## src/rtl/dbg_mem_arbiter.sv

```systemverilog
// Arbitrates the core LSU and the debug abstract-memory interface onto one data-memory port.
// Optional debug-access watchdog enabled by defining DBG_MEM_TIMEOUT_EN.
module dbg_mem_arbiter #(
  parameter int AW             = 32,
  parameter int DW             = 32,
  parameter int TIMEOUT_CYCLES = 255
) (
  input  logic          clk_i,
  input  logic          rst_i,
  input  logic          halted_i,
  input  logic          core_req_i,
  input  logic          core_wr_i,
  input  logic [3:0]    core_st_i,
  input  logic [AW-1:0] core_ad_i,
  input  logic [DW-1:0] core_do_i,
  output logic [DW-1:0] core_di_o,
  output logic          core_done_o,
  input  logic          am_en_i,
  input  logic          am_wr_i,
  input  logic [3:0]    am_st_i,
  input  logic [AW-1:0] am_ad_i,
  input  logic [DW-1:0] am_do_i,
  output logic [DW-1:0] am_di_o,
  output logic          am_done_o,
  output logic          am_err_o,
  output logic          mem_req_o,
  output logic          mem_wr_o,
  output logic [3:0]    mem_st_o,
  output logic [AW-1:0] mem_ad_o,
  output logic [DW-1:0] mem_wdata_o,
  input  logic [DW-1:0] mem_rdata_i,
  input  logic          mem_ack_i
);

  typedef enum logic [1:0] {
    IDLE         = 2'd0,
    CORE_BUSY    = 2'd1,
    DBG_BUSY     = 2'd2,
    DBG_WAIT_LOW = 2'd3
  } state_t;

  state_t state;
  logic   last_dbg;
  logic   dbg_armed;
  logic   dbg_pend;
  logic   core_pend;
  logic   grant_dbg;
  logic   grant_core;
  logic   dbg_timeout;

  if (TIMEOUT_CYCLES < 1 || TIMEOUT_CYCLES > 65535) begin : g_bad_timeout
    $error("dbg_mem_arbiter: TIMEOUT_CYCLES out of range 1..65535");
  end

  // DBG_WAIT_LOW arbitrates like IDLE, but only the core may win there.
  always_comb begin
    dbg_pend  = (state == IDLE) && am_en_i && dbg_armed;
    core_pend = ((state == IDLE) || (state == DBG_WAIT_LOW)) && core_req_i;
    if (dbg_pend && core_pend) begin
      grant_dbg = halted_i || !last_dbg;
    end else begin
      grant_dbg = dbg_pend;
    end
    grant_core = core_pend && !grant_dbg;
  end

`ifdef DBG_MEM_TIMEOUT_EN
  logic [15:0] wd_cnt;
  logic        err_q;

  // An ack landing on the limit cycle takes precedence over the timeout.
  assign dbg_timeout = (state == DBG_BUSY) && (wd_cnt == 16'(TIMEOUT_CYCLES)) && !mem_ack_i;
  assign am_err_o    = err_q;

  always_ff @(posedge clk_i) begin
    if (rst_i) begin
      wd_cnt <= 16'd0;
      err_q  <= 1'b0;
    end else begin
      err_q <= dbg_timeout;
      if (state != DBG_BUSY) begin
        wd_cnt <= 16'd0;
      end else if (wd_cnt != 16'hFFFF) begin
        wd_cnt <= wd_cnt + 16'd1;
      end else begin
        wd_cnt <= wd_cnt;
      end
    end
  end
`else
  assign dbg_timeout = 1'b0;
  assign am_err_o    = 1'b0;
`endif

  always_ff @(posedge clk_i) begin
    if (rst_i) begin
      state       <= IDLE;
      last_dbg    <= 1'b0;
      dbg_armed   <= 1'b1;
      mem_req_o   <= 1'b0;
      mem_wr_o    <= 1'b0;
      mem_st_o    <= 4'd0;
      mem_ad_o    <= '0;
      mem_wdata_o <= '0;
      core_di_o   <= '0;
      core_done_o <= 1'b0;
      am_di_o     <= '0;
      am_done_o   <= 1'b0;
    end else begin
      core_done_o <= 1'b0;
      am_done_o   <= 1'b0;
      if (!am_en_i) begin
        dbg_armed <= 1'b1;
      end
      case (state)
        IDLE, DBG_WAIT_LOW: begin
          if (grant_dbg) begin
            mem_req_o   <= 1'b1;
            mem_wr_o    <= am_wr_i;
            mem_st_o    <= am_st_i;
            mem_ad_o    <= am_ad_i;
            mem_wdata_o <= am_do_i;
            last_dbg    <= 1'b1;
            state       <= DBG_BUSY;
          end else if (grant_core) begin
            mem_req_o   <= 1'b1;
            mem_wr_o    <= core_wr_i;
            mem_st_o    <= core_st_i;
            mem_ad_o    <= core_ad_i;
            mem_wdata_o <= core_do_i;
            last_dbg    <= 1'b0;
            state       <= CORE_BUSY;
          end else if ((state == DBG_WAIT_LOW) && !am_en_i) begin
            state <= IDLE;
          end else begin
            state <= state;
          end
        end
        CORE_BUSY: begin
          if (mem_ack_i) begin
            mem_req_o   <= 1'b0;
            core_done_o <= 1'b1;
            state       <= IDLE;
            if (!mem_wr_o) begin
              core_di_o <= mem_rdata_i;
            end
          end
        end
        DBG_BUSY: begin
          if (mem_ack_i || dbg_timeout) begin
            mem_req_o <= 1'b0;
            am_done_o <= 1'b1;
            dbg_armed <= 1'b0;
            state     <= DBG_WAIT_LOW;
            if (!mem_ack_i) begin
              am_di_o <= '0;
            end else if (!mem_wr_o) begin
              am_di_o <= mem_rdata_i;
            end
          end
        end
        default: state <= IDLE;
      endcase
    end
  end

endmodule

```

## config.mk

```make
export PLATFORM = sky130hd
export DESIGN_NAME = dbg_mem_arbiter
export DESIGN_NICKNAME = d
export VERILOG_FILES = /design/src/rtl/dbg_mem_arbiter.sv
export SDC_FILE = /design/constraint.sdc
export NUM_CORES = 1
export LEC_CHECK = 0
export ABC_AREA = 1
export CAP_MARGIN = 20
export CORE_MARGIN = 1
export CORE_UTILIZATION = 44
export CTS_BUF_LIST = sky130_fd_sc_hd__clkbuf_16
export DETAILED_ROUTE_END_ITERATION = 6
export PLACE_DENSITY_LB_ADDON = 0.08
export SLEW_MARGIN = 10
export SYNTH_ARGS = -nofsm -noshare
export SYNTH_HDL_FRONTEND = slang
export SYNTH_SLANG_ARGS = --single-unit
```

## constraint.sdc

```tcl
create_clock -name clk_i -period 5.1 [get_ports clk_i]
set_input_delay 1.02 -clock clk_i [delete_from_list [all_inputs] [get_ports clk_i]]
set_output_delay 1.02 -clock clk_i [all_outputs]
set_load 0.02 [all_outputs]
```

# ---- Yosys cells after proc, flatten, opt, wreduce, memory -nomap -nowiden
# Index checks and enable logic that the tools add are counted.
dict set report totals {
  ff_bits 140
  latchBits 0
  mem_bits_rw 0
  mem_bits_ro 0
  output_inout_bits 137
  elab_cells 70
  mem_count 0
}
dict set report op_classes {
  add_sub_neg 0
  multipliers 0
  div 0
  magnitude_cmp 0
  eq_ne 8
  shift 0
  muxes 25
  n_bitwise 3
  reduce_logical 22
}
# op count
set op_table {}
lappend op_table {{$mux W32} 4}
lappend op_table {{$mux W1} 12}
lappend op_table {{$mux W2} 5}
lappend op_table {{$reduce_and A3 Y1} 3}
lappend op_table {{$mux W4} 2}
lappend op_table {{$reduce_or A2 Y1} 4}
lappend op_table {{$logic_and A1 B1 Y1} 6}
lappend op_table {{$pmux W2 S3} 1}
lappend op_table {{$eq A2 B2 Y1 const B} 2}
lappend op_table {{$ne A2 B2 Y1 const B} 2}
lappend op_table {{$ne A4 B4 Y1 const B} 1}
lappend op_table {{$reduce_and A2 Y1} 2}
lappend op_table {{$logic_not A1 Y1} 3}
lappend op_table {{$ne A3 B3 Y1 const B} 1}
lappend op_table {{$not A1 Y1} 3}
lappend op_table {{$eq A2 B1 Y1 const B} 1}
lappend op_table {{$logic_not A2 Y1} 1}
lappend op_table {{$logic_or A1 B1 Y1} 2}
lappend op_table {{$ne A2 B1 Y1 const B} 1}
lappend op_table {{$pmux W1 S2} 1}
lappend op_table {{$reduce_bool A2 Y1} 1}

# ---- Logic depth before layout (Yosys ltp)
dict set report depth {
  ltp_word 10
  depth_mapped 12
}

# ---- Least setup slack after synthesis
# Ideal clock, no wire load.
dict set report synth_path {
  path_kind {input-to-reg}
  start {input core_req_i}
  end {register mem_ad_o[29]}
  arrival_time_ns 1.818
  t_required_ns 5.044
  setup_slack_ns 3.226
  stages 10
  n_path_buf 2
  path_cell_list {inv_1 -> nor2_1 -> nand2_2 -> nand2_2 -> buf_4 -> buf_6 -> nand2_1 -> nand3_1 -> nand2_1 -> inv_1}
}
dict set report synth_between {
  elab_chain_cells 7
  word_cells_on_any_way 8
}
# item line
set synth_lines {}
lappend synth_lines {{from (decl)} 11} ;# input logic core_req_i,
lappend synth_lines {{$logic_and A1 B1 Y1 *} 58} ;# core_pend = ((state == IDLE) || (state == DBG_WAIT_LOW)) && core_req_i;
lappend synth_lines {{$logic_and A1 B1 Y1} 59} ;# if (dbg_pend && core_pend) begin
lappend synth_lines {{$mux W1} 59}
lappend synth_lines {{$logic_not A1 Y1} 64} ;# grant_core = core_pend && !grant_dbg;
lappend synth_lines {{$logic_and A1 B1 Y1} 64}
lappend synth_lines {{$reduce_bool A2 Y1 (no line)} -}
lappend synth_lines {{$reduce_and A2 Y1 (no line)} -}
lappend synth_lines {{to (signal assigned)} 121} ;# mem_ad_o <= am_ad_i;
lappend synth_lines {{to (signal assigned)} 129} ;# mem_ad_o <= core_ad_i;
lappend synth_lines {{to (decl)} 29} ;# output logic [AW-1:0] mem_ad_o,
# Mark *: on every way between the ends. The rest lies on a longest branch, timed or not.
# A chain may end at the register's enable or synchronous reset.

# ---- Final worst setup path
dict set report layout_path {
  start {input am_en_i}
  end {register mem_ad_o[21]}
}
dict set report layout_between {
  elab_chain_cells 8
  word_cells_on_any_way 9
}
# item line
set layout_lines {}
lappend layout_lines {{from (decl)} 18} ;# input logic am_en_i,
lappend layout_lines {{$logic_and A1 B1 Y1 * (2 in series)} 57} ;# dbg_pend = (state == IDLE) && am_en_i && dbg_armed;
lappend layout_lines {{$logic_and A1 B1 Y1} 59}
lappend layout_lines {{$mux W1 *} 59}
lappend layout_lines {{$logic_not A1 Y1} 64}
lappend layout_lines {{$logic_and A1 B1 Y1} 64}
lappend layout_lines {{$reduce_bool A2 Y1 (no line)} -}
lappend layout_lines {{$reduce_and A2 Y1 (no line)} -}
# Marks and branches as above.

==> flow_metrics.env <==
export IMPL_status="finished, final reports clean"
export IMPL_dpl_hpwl_microns=13360
export IMPL_async_flop_share_pct=0
export IMPL_min_period_ns=2.793
export IMPL_grt_pass1_vias=6021
export IMPL_cts_path_max_buffers=2
export IMPL_postCtsResizedCells=0
export IMPL_die_area_sq_um=14670
export IMPL_holdBufCountCts=0
export IMPL_root_buffer="clkbuf_16"
export IMPL_cts_made_buffers=17
export IMPL_fin_util_pct=71.65
export IMPL_ys_types=17
export IMPL_netlist_area_sq_um=6242
export IMPL_io_buffers=311
export IMPL_viasPerCell=4.804
export IMPL_tns_ns=0
export IMPL_synth_compound_area_share_pct=11.14
export IMPL_tightest_slew_ns=1.101
export IMPL_rr_worst_depth=11
export IMPL_synthCells=936
export IMPL_fin_crit_sh_pct=54.77
export IMPL_cp_num_cells=9
export IMPL_max_cap_viol_count=0
export IMPL_peakVddDrop_mv=0.2601
export IMPL_cts_sinks=140
export IMPL_netlist_top_cells_area="dfxtp_1 (45%), nand3_1 (11%), nand2_1 (9.3%)"
export IMPL_synthAdderAreaFrac_pct=0.8018
export IMPL_critPathKind="in -> reg"
export IMPL_die_w_microns=121.1
export IMPL_critPathSlowestCell="inv_2"
export IMPL_synth_top_family_by_area="simple AND/OR/NAND/NOR gates"
export IMPL_die_h_microns=121.1
export IMPL_gp_congestion=0.8167
export IMPL_clk_latency_ns=0.42
export IMPL_cp_max_fo=49
export IMPL_nNetsFinal=1393
export IMPL_worstPathCellList="clkdlybuf4s50_1 > nand3_2 > nand2_1 > nand2_2 > inv_2 > buf_4 > nand3_1 > nand2_1 > inv_1"
export IMPL_grt_max_degree=75
export IMPL_placed_cell_area_sq_um=9355
export IMPL_drt_iter0_drc=442
export IMPL_synthMuxAreaShare_pct=0
export IMPL_route_final_wire_length_microns=20070
export IMPL_use_met2_pct=42.18
export IMPL_dpl_cell_count=1373
export IMPL_start_util_pct=44.97
export IMPL_h_tree_depth=4
export IMPL_ys_top_cells_by_count="nand2_1 (155), inv_1 (149), dfxtp_1 (140), nand3_1 (140), nor2_1 (138)"
export IMPL_vias=6754
export IMPL_grt_pass1_wl_microns=30930
export IMPL_slew_headroom_pct=26.54
export IMPL_post_synth_top_area_cell="dfxtp_1"
export IMPL_setup_viol=0
export IMPL_synth_xor_area_share_pct=0
export IMPL_clock_fmax_mhz=358.0
export IMPL_powerDensity_nw_per_um2=518.3
export IMPL_synth_flop_cell="dfxtp_1"
export IMPL_use_met1_pct=33.36
export IMPL_ys_warnings_count=0
export IMPL_cp_required_ns=5.41
export IMPL_cpPeakStageDelay_ns=0.65
export IMPL_yosysMostFrequentCell="nand2_1"
export IMPL_boundaryPins=313
export IMPL_endpoint_kind="flop"
export IMPL_fp_coreArea_sq_um=13880
export IMPL_syn_num_nets=1116
export IMPL_whs_path_depth=2
export IMPL_crit_top_cell="nand2_1"
export IMPL_cp_num_buf_inv=4
export IMPL_power_leakage_nw=4.615
export IMPL_track_usage_pct=27.02
export IMPL_wl_per_cell_microns=14.27
export IMPL_slew_viol_final=0
export IMPL_drtPass1Iterations=4
export IMPL_synthToLayoutAreaGrowth_pct=59.33
export IMPL_cts_tree="built"
export IMPL_final_cells=1406
export IMPL_hp_class="reg -> reg"
export IMPL_synth_top_area_share_pct=44.90
export IMPL_finalHoldViolations=0
export IMPL_ys_seq_area_share_pct=44.90
export IMPL_ant_nets=0
export IMPL_syn_mean_instance_area_sq_um=6.669
export IMPL_skew_ns=0.009280
export IMPL_antenna_found_initial=0
export IMPL_busiest_layer="met2"
export IMPL_rows=43
export IMPL_drc_errors=0
export IMPL_grt_use_met3_pct=9.117
export IMPL_synth_edff_count=0
export IMPL_cts_clk_slew_worst_paths_ns=0.06
export IMPL_critPathArrivalTime_ns=3.11
export IMPL_design_area_sq_um=9946
export IMPL_synth_simple_area_share_pct=29.30
export IMPL_grt_ovfl_total=0
export IMPL_critPathLaunchType="input port"
export IMPL_diodes=0
export IMPL_cts_setup_buffers=0
export IMPL_drive_gt1_share_pct=4.078
export IMPL_crit_family="buffers and inverters"
export IMPL_grt_setup_unrepaired="no"
export IMPL_ys_ff_latch=140
## sequential cells by signal (all words and copies together) (netlist names), 2 cells and up
register,flops
am_di_o,32
core_di_o,32
mem_ad_o,32
mem_st_o,4
mem_wdata_o,32
state,2
## path summary, 6_finish.rpt
kind	startpoint	endpoint	slack, ns
max	am_en_i	mem_ad_o[21]	2.31
min	last_dbg	last_dbg	0.46
max reg2reg	state[0]	mem_ad_o[21]	2.60
min reg2reg	last_dbg	last_dbg	0.46
## placed cells by master (no fill, tap or decap), types with 2 or more instances in the layout
master,instances
clkinvlp_4,2
clkinv_2,2
o21ai_0,67
nand2_2,3
clkinv_4,3
inv_6,6
a21oi_1,72
nand2_1,155
ha_1,4
clkbuf_16,17
nand3_1,140
dfxtp_1,140
inv_2,3
inv_1,150
clkdlybuf4s50_1,310
nor2_1,137
buf_4,9
## where the power goes
group	leakage [nW]	switching (mW)	total [mW]	internal [mW]
clock	0.277	0.501	1.18	0.678
sequential	1.15	0.154	1.56	1.41
combinational	3.19	1.40	2.41	1.01
total	4.61	2.06	5.16	3.10
## per-stage QoR
stage                     hold WS, ns  power [mW]  worst slack, ns
after floorplan                0.4402       3.031            3.226
after global placement         0.4523       3.959            1.939
after detailed placement       0.4541       3.984            1.902
after CTS                      0.4636       5.176            2.327
after global routing           0.5171       5.495            2.167
final                          0.4616       5.155            2.307
## worst min-delay path, delay by kind of cell, from the launching register on
| kind | cells | cell delay (ns) |
|---|---|---|
| AO/OA/AOI/OAI | 1 | 0.05 |
| AND/OR/NAND/NOR | 1 | 0.06 |
| flip-flops | 1 | 0.31 |
## layer usage
layer / up-vias / share of wire, %
met2: 295 / 46
met5: - / 0
met4: 0 / 3.6
met1: 2957 / 41
met3: 45 / 9.6
li1: 3457 / -
## kinds of logic after synthesis
group           count (synthesis)
flops                         140
other cells                     1
fa+ha+maj                       4
simple gates                  437
buf+inv                       215
compound gates                139
## layout make-up
type | count | area (sq um)
Inverter | 152 | 570.5
Multi-Input combinational cell | 581 | 2581
Clock buffer | 17 | 425.4
Fill cell | 1200 | 3935
Sequential cell | 140 | 2803
Clock inverter | 15 | 137.6
Timing Repair Buffer | 321 | 3203
Tap cell | 180 | 225.2
(Power assumes the default switching activity.)
==> edit 1 (config.mk and constraints unchanged) <==
Change the parameter `AW` from 32 to 64.
--- a/src/rtl/dbg_mem_arbiter.sv
+++ b/src/rtl/dbg_mem_arbiter.sv
@@ -3,3 +3,3 @@
 module dbg_mem_arbiter #(
-  parameter int AW             = 32,
+  parameter int AW             = 64,
   parameter int DW             = 32,
Interface: changed (resized am_ad_i, core_ad_i and mem_ad_o); port bits go from 313 to 409. No check against the original RTL was run, so the function may have changed too.
==> edit 1 against the original RTL <==
Sequential cell count up 32; power rose by 30%; critical endpoint is now mem_ad_o[60]; design area increased by 28%; largest power group unchanged; synthesized area rose by 28%; critical path depth down 1; worst setup slack worse by 23 ps; register-to-register slack improved by 50 ps; routed wire length up 42%.
==> edit 1: results <==
set metrics [dict create \
    grt_max_degree 104 \
    fin_worst_skew_ps 9.42 \
    cp_max_fo 102 \
    status "complete, no violations" \
    cp_slowest_cell "buf_4" \
    post_dp_cell_area_mm2 0.0120 \
    vias_per_cell 4.93 \
    drtIter0Drc 493 \
    grtUsageTotal 0.291 \
    first_global_vias 8103 \
    fin_cells 1802 \
    synth_common_cells "220 x nand2_1, 213 x inv_1, 204 x nand3_1" \
    portBuffers 407 \
    hold-worst-slack_ps 475 \
    drive_gt1_frac 0.0317 \
    gp_congestion 0.847 \
    post-route-period-util 0.552 \
    nets 1808 \
    syn-instance-count 1216 \
    worst_pin_slew_ps 1150 \
    crit_path_end "mem_ad_o[60]" \
    place_hpwl_mm 19.5 \
    totalWireLength_mm 28.5 \
    yosysSeqAreaShare 0.430 \
    p_leak_nw 5.93 \
]
[edit 1: changes by cell type in the layout (fill, tap and decap cells not counted), moves of 7 or more]
cell / before / now
o21ai_0: 67 / 60
dfxtp_1: 140 / 172
a21oi_1: 72 / 104
inv_1: 150 / 212
nand2_1: 155 / 218
nand3_1: 140 / 204
clkdlybuf4s50_1: 310 / 406
o21ai_1: 0 / 7
[edit 1: power by group]
part | total (mW) | switching, mW | leakage (nW) | internal, mW
clock | 1.40 | 0.572 | 0.310 | 0.831
sequential | 1.96 | 0.210 | 1.42 | 1.75
combinational | 3.35 | 1.97 | 4.21 | 1.38
total | 6.71 | 2.75 | 5.93 | 3.96
[edit 1: worst min-delay path by stage]
stage,from,to,cells after the start
6_report,last_dbg,last_dbg,2
5_1_grt,last_dbg,last_dbg,2
4_1_cts,mem_req_o,mem_req_o,2
3_5_place_dp,mem_req_o,mem_req_o,2
3_3_place_gp,last_dbg,last_dbg,2
2_1_floorplan,last_dbg,last_dbg,2
[edit 1: worst register-to-register path, cell delays in order, from the launching register on]
cell	delay, ps
dfxtp_1	360
inv_1	90
ha_1	340
nor2_1	220
nand2_4	80
nand2_4	710
nand2_1	280
nand3_1	190
nand2_1	70
inv_1	60
[edit 1: routing by layer]
metal  routed length, um  track usage
met1               10700        0.315
met2               13900        0.501
met3                2690       0.0970
met4                1280        0.156
met5                   0            0
[edit 1: cells by family after synthesis]
family,synth area share
simple gates,0.298
buf+inv,0.159
compound gates,0.107
other cells,0.000468
fa+ha+maj,0.00624
flops,0.430
[edit 1: layout make-up]
class	instances	area, um^2
well taps	225	282
multi-input cells	741	3320
clock inverters	15	209
flip-flops and latches	172	3440
clock buffers	17	425
fillers	1488	4850
inverters	216	813
repair buffers	416	4190
==> edit 2 (same settings) <==
Without the edit above. Encoding of `state_t`: now one-hot (4 bits for 4 states).
--- a/src/rtl/dbg_mem_arbiter.sv
+++ b/src/rtl/dbg_mem_arbiter.sv
@@ -34,7 +34,7 @@
 
-  typedef enum logic [1:0] {
-    IDLE         = 2'd0,
-    CORE_BUSY    = 2'd1,
-    DBG_BUSY     = 2'd2,
-    DBG_WAIT_LOW = 2'd3
+  typedef enum logic [3:0] {
+    IDLE         = 4'b0001,
+    CORE_BUSY    = 4'b0010,
+    DBG_BUSY     = 4'b0100,
+    DBG_WAIT_LOW = 4'b1000
   } state_t;
Formal check against the unedited RTL: same outputs for any inputs over 4 cycles, from zero or initial values and one cycle with rst_i high; so few cycles prove little.
==> edit 2 against the original RTL <==
Clock power up 6%; core utilization is 0.26 points higher; hold slack got worse by 3.6 ps; non-clock buffer count stayed put; worst setup slack better by 54 ps; first-iteration DRC count fell by 1.6%; power increased by 0.45%; sequential cell count up 2; global-route usage grew 0.42 points; routed wire length rose by 2.1%; synthesized area rose by 3.6%; combinational power is 2% lower; register-to-register slack better by 280 ps; design area up 1.9%; critical path type unchanged; critical endpoint is now mem_wdata_o[6].
==> edit 2: results <==
set metrics [dict create \
    clockPowerShare 0.241 \
    r2r_end "mem_wdata_o[6]" \
    grt_max_degree 73 \
    status "complete, no violations" \
    hold_end "am_di_o[30]" \
    p_sw_frac 0.395 \
    place_hpwl_mm 13.7 \
    grtUsageTotal 0.274 \
    synthTopCellsByArea "dfxtp_1 44%, nand3_1 16%, nand2_1 13%" \
    fin_worst_skew_ps 9.71 \
    fin_ws_ps 2360 \
    buffer_area_frac 0.317 \
    pwr-share-comb 0.457 \
    dieArea_mm2 0.0152 \
    seqCellArea_mm2 0.00284 \
    post_dp_cell_area_mm2 0.00950 \
    cp_slowest_cell "nand2_4" \
    reg2reg_depth 10 \
    drt_pass1_iterations 5 \
    ys_types 23 \
    n_fill_cell 1201 \
    crit_path_end "mem_wdata_o[6]" \
    preCtsSetupSlack_ps 1940 \
    drive_gt1_frac 0.0447 \
    min_from "am_di_o[30]" \
    synth_nets 1125 \
    num-multi-input-gates 585 \
    ir_drop_mv 0.336 \
    clockNetworkAreaShare 0.0585 \
    grt_pass1_wl_mm 32.4 \
    slowest_delay_ps 500 \
]
## edit 2: metrics by stage
| step | cells | power [mW] | utilization |
|---|---|---|---|
| floorplan | 949 | 3.07 | - |
| global placement | 1377 | 3.92 | 0.674 |
| detailed placement | 1377 | 3.94 | 0.674 |
| CTS | 1408 | 5.21 | 0.716 |
| global route | 1410 | 5.53 | 0.719 |
| finish | 1410 | 5.18 | 0.719 |
## edit 2: logic make-up (layout without fill, tap and decap cells)
family,after synthesis,in the layout,share of synthesized area
AO/OA/AOI/OAI,140,140,0.109
buffers and inverters,222,503,0.146
other,1,1,0.000580
flip-flops,142,142,0.440
AND/OR/NAND/NOR,444,444,0.305
## edit 2: per-layer routing
metal / share of wire / vias to the layer above / global-route usage
li1: - / 3542 / -
met1: 0.39 / 3112 / 0.308
met2: 0.49 / 262 / 0.469
met3: 0.090 / 39 / 0.0973
met4: 0.032 / 0 / 0.115
met5: 0 / - / 0
